==> src/rtl/pc_sequencer.sv <==
// Program-counter sequencer: divide-by-DIV step enable, run/halt FSM and prioritised next-PC select.
// Optional macro PC_STEPCOUNT_EN adds a 32-bit StepCount output counting non-halting steps.
module pc_sequencer #(
    parameter int               WIDTH    = 32,
    parameter logic [WIDTH-1:0] RESET_PC = '0,
    parameter int               STEP     = 4,
    parameter int               DIV      = 1
) (
    input  logic             Clk,
    input  logic             Reset,
    input  logic             Run,
    input  logic             Halt,
    input  logic             Stall,
    input  logic             Branch,
    input  logic [WIDTH-1:0] BranchTarget,
    input  logic             Jump,
    input  logic [WIDTH-1:0] JumpTarget,
    output logic [WIDTH-1:0] PC_out,
    output logic [WIDTH-1:0] PC_plus,
    output logic             Tick,
    output logic [1:0]       State
`ifdef PC_STEPCOUNT_EN
    ,
    output logic [31:0]      StepCount
`endif
);

    localparam int               CW       = (DIV > 1) ? $clog2(DIV) : 1;
    localparam logic [CW-1:0]    CNT_LAST = CW'(DIV - 1);
    localparam logic [WIDTH-1:0] STEP_W   = WIDTH'(STEP);

    typedef enum logic [1:0] {
        S_IDLE   = 2'd0,
        S_RUN    = 2'd1,
        S_HALTED = 2'd2,
        S_BAD    = 2'd3
    } state_t;

    state_t           state_q, state_d;
    logic [WIDTH-1:0] pc_q, pc_d;
    logic [CW-1:0]    cnt_q, cnt_d;
    logic             tick;

    assign tick = (state_q == S_RUN) && (cnt_q == CNT_LAST);

    always_ff @(posedge Clk or posedge Reset) begin
        if (Reset) begin
            state_q <= S_IDLE;
            pc_q    <= RESET_PC;
            cnt_q   <= '0;
        end else begin
            state_q <= state_d;
            pc_q    <= pc_d;
            cnt_q   <= cnt_d;
        end
    end

    always_comb begin
        state_d = state_q;
        pc_d    = pc_q;
        cnt_d   = cnt_q;
        case (state_q)
            S_IDLE, S_HALTED: begin
                if (Run) begin
                    state_d = S_RUN;
                    cnt_d   = '0;
                end
            end
            S_RUN: begin
                cnt_d = tick ? '0 : cnt_q + CW'(1);
                // Control inputs only matter on the step cycle, highest priority first.
                if (tick) begin
                    if (Halt)        state_d = S_HALTED;
                    else if (Jump)   pc_d    = JumpTarget;
                    else if (Branch) pc_d    = BranchTarget;
                    else if (!Stall) pc_d    = pc_q + STEP_W;
                end
            end
            default: begin
                state_d = S_IDLE;
                cnt_d   = '0;
            end
        endcase
    end

`ifdef PC_STEPCOUNT_EN
    logic [31:0] sc_q, sc_d;

    assign sc_d = (tick && !Halt) ? sc_q + 32'd1 : sc_q;

    always_ff @(posedge Clk or posedge Reset) begin
        if (Reset) sc_q <= '0;
        else       sc_q <= sc_d;
    end

    assign StepCount = sc_q;
`endif

    assign PC_out  = pc_q;
    assign PC_plus = pc_q + STEP_W;
    assign Tick    = tick;
    assign State   = state_q;

endmodule

==> config.mk <==
export PLATFORM = sky130hd
export DESIGN_NAME = pc_sequencer
export DESIGN_NICKNAME = d
export VERILOG_FILES = /design/src/rtl/pc_sequencer.sv
export SDC_FILE = /design/constraint.sdc
export NUM_CORES = 1
export LEC_CHECK = 0
export ABC_AREA = 1
export CAP_MARGIN = 0
export CORE_ASPECT_RATIO = 0.7
export CORE_MARGIN = 3
export CORE_UTILIZATION = 44
export DETAILED_ROUTE_END_ITERATION = 6
export HOLD_SLACK_MARGIN = 0.03
export PLACE_DENSITY = 0.88
export SETUP_SLACK_MARGIN = 0.02
export SYNTH_ARGS = -nofsm -noshare
export SYNTH_HDL_FRONTEND = slang
export SYNTH_SLANG_ARGS = --single-unit
export TNS_END_PERCENT = 5
==> constraint.sdc <==
create_clock -name Clk -period 2.5 [get_ports Clk]
set_input_delay 0.625 -clock Clk [delete_from_list [all_inputs] [get_ports Clk]]
set_output_delay 0.625 -clock Clk [all_outputs]
set_load 0.005 [all_outputs]
==> flow_summary.toml, run 1 <==
[status]
status = "complete, but fails checks"
violations = "setup timing"

[grt]
grt_pass1_wl_um = 16650
antenna_found_initial = 0
track_usage_pct = 28.74
grt_pass1_vias = 3378
grt-ovfl-total = 0
grt_max_degree = 36

[synthesis]
avgSynthCellArea_sq_um = 6.899
async_reset_ff_share_pct = 100.0
synthesis.instances = 401
yosysTopAreaCell = "dfrtp_1"
synth_nets = 473
synth-seq-cells = 35
yosysUniqueCellTypes = 27
synth.area.top_cells = "dfrtp_1 32%, nand2_1 15%, nor2_1 11%, a22o_1 7.9%, a21oi_1 5.2%"
ys_warn_count = 0
synth_common_cells = "111 x nand2_1, 84 x nor2_1, 35 x dfrtp_1"
ys.flop_type = "dfrtp_1"
syn_area_sq_um = 2766
synth-seq-area-share_pct = 31.66
synth_top_area_share_pct = 31.66
synth_most_common_cell = "nand2_1"
synth_edf_count = 0

[setup_path]
r2r_start = "PC_out[3]$_DFFE_PP0P_"
ff2ff_path_depth = 10
crit_path_end_kind = "output port"
crit_fanout = 3
arrival_ns = 2.05
r2r-end = "PC_out[28]$_DFFE_PP0P_"
start_kind = "flip-flop"
worst-setup-path-type = "flip-flop to output port"
cp.required_ns = 1.88
r2r_slack_ns = 0.83

[die]
die_w_um = 100.8
dieArea_sq_um = 7290
start_util_pct = 46.89
core_area_sq_um = 5899
die_h_um = 72.34
rows = 23
io_pins = 138

[layout]
syn_to_final_growth_pct = 65.22
antennaDiodeCount = 0
final_net_count = 637
seqCellArea_sq_um = 889.6
final_core_util_pct = 77.48
drive_gt1_share_pct = 19.08
multiInputGateArea_sq_um = 1778
num-fill-cells = 429

[placement]
place_hpwl_um = 7911
gp_congestion = 0.9336
dp_slack_ns = -0.03475
numPortBuffers = 137

[clock_tree]
numCtsBuffers = 5
holdBufCountCts = 0
cts.reportedPaths.clkPinSlew_ns = 0.07
ctsHtreeMaxLevel = 2
cts_sinks = 35
cts_max_path_buffers = 2
root_buffer = "clkbuf_8"
cts_tree = "built"
clock_latency_ns = 0.29

[route]
first_pass_iters = 5
wl_um = 10560
wl_per_cell_um = 16.47
drt-initial-drc-count = 173
drcViolationCount = 0
ant_nets = 0
drt-vias-per-instance = 5.349
vias = 3429

[hold_path]
min_path_cells = 2
hp-start = "cnt_q$_DFFE_PP0P_"
hold_path_class = "flip-flop to flip-flop"
holdPathEnd = "cnt_q$_DFFE_PP0P_"

[pwr]
leakagePower_nw = 2.029
cellPowerDensity_nw_per_um2 = 1068
ir_worst_vdd_mv = 0.6117

[sta]
finalCriticalPeriod_ns = 2.670
rsz0062_at_grt = "true"
finalSetupViolCount = 5
hold_slack_ns = 0.5278
final.setup_skew_ns = 0.004759
min_period_over_period_pct = 106.8
fmax_mhz = 374.5
fin_ws_ns = -0.1704
worst_slew_pin_slew_ns = 0.4770
setup_tns_ns = -0.5315
hold_violations = 0
slew_headroom_pct = 68.20
slew_viol_final = 0

[run]
maxCapViolations = 0
==> layout by cell type (no fill, tap or decap), drive strengths merged, types with 6 or more instances in the layout <==
cell type and instances:
dlygate4sd2 16, nand3 16, a21oi 29, a22o 25, xor2 10, and2 6, nand2 117, buf 38
clkdlybuf4s50 112, inv 27, clkbuf 12, nor2 99, dfrtp 35
==> logic make-up after synthesis <==
kind of cell	Yosys count	share of synthesized area (%)
adder cells (fa/ha/maj)	1	0.4522
AO/OA/AOI/OAI	63	15.60
buffers and inverters	44	6.694
AND/OR/NAND/NOR	243	38.94
flip-flops	35	31.66
XOR/XNOR	15	6.649
==> flip-flops by register name, indices dropped and copies added (netlist names) <==
register  flops
State         2
cnt_q         1
PC_out       32
==> worst max-delay path by stage <==
stage	from	to	depth (start not counted)
2_1_floorplan	PC_out[2]$_DFFE_PP0P_	PC_plus[22]	7
3_3_place_gp	PC_out[3]$_DFFE_PP0P_	PC_plus[22]	9
3_5_place_dp	PC_out[3]$_DFFE_PP0P_	PC_plus[28]	9
4_1_cts	PC_out[3]$_DFFE_PP0P_	PC_plus[14]	7
5_1_grt	PC_out[2]$_DFFE_PP0P_	PC_plus[31]	8
6_report	PC_out[14]$_DFFE_PP0P_	PC_plus[29]	8
==> final cells by class <==
| class | instances | share of cell area [%] |
|---|---|---|
| clock buffers | 7 | 1.670 |
| multi-input cells | 322 | 38.90 |
| clock inverters | 1 | 0.1095 |
| repair buffers | 174 | 35.59 |
| inverters | 27 | 2.217 |
| well taps | 75 | 2.053 |
| flip-flops and latches | 35 | 19.46 |
==> critical path: stages, from the launching register on <==
cell and delay [ns]:
dfrtp_1 0.39, nand2_1 0.10, nor2_2 0.16, buf_4 0.13, nand2_1 0.05, nor2_1 0.19
nand3_1 0.13, nand2_2 0.11, clkdlybuf4s50_1 0.50
==> per-layer routing <==
metal	vias up	global-route usage [%]	part of all wire (%)
li1	1618	-	-
met4	0	5.979	0.54
met1	1644	37.61	42
met5	-	0	0
met3	8	7.397	9.5
met2	159	48.36	48
==> repair_timing <==
item	in CTS	in global routing
buffers inserted	5	6
pin swaps	14	11
resized for setup	40	28
setup endpoints to repair	26	22
hold endpoints to repair	0	0
==> stage by stage <==
stage	instance area (sq um)	total power [mW]	cells
finish	4571	4.884	641
global route	4571	5.209	641
CTS	4511	4.775	635
detailed placement	4370	4.401	622
global placement	4370	4.292	622
floorplan	2766	2.521	401
==> where the power goes <==
part,total (mW),internal [mW],switching [mW]
Sequential,1.24,0.858,0.381
Combinational,3.23,1.69,1.54
Clock,0.414,0.196,0.218
Total,4.88,2.75,2.14
Note: power is estimated with default switching activity, not from simulation.
==> run 2, diff against run 1 <==
GPL_ROUTABILITY_DRIVEN = 0   (was unset)
==> results of run 2 <==
The final DEF is identical to that of run 1; final timing and power are the same.
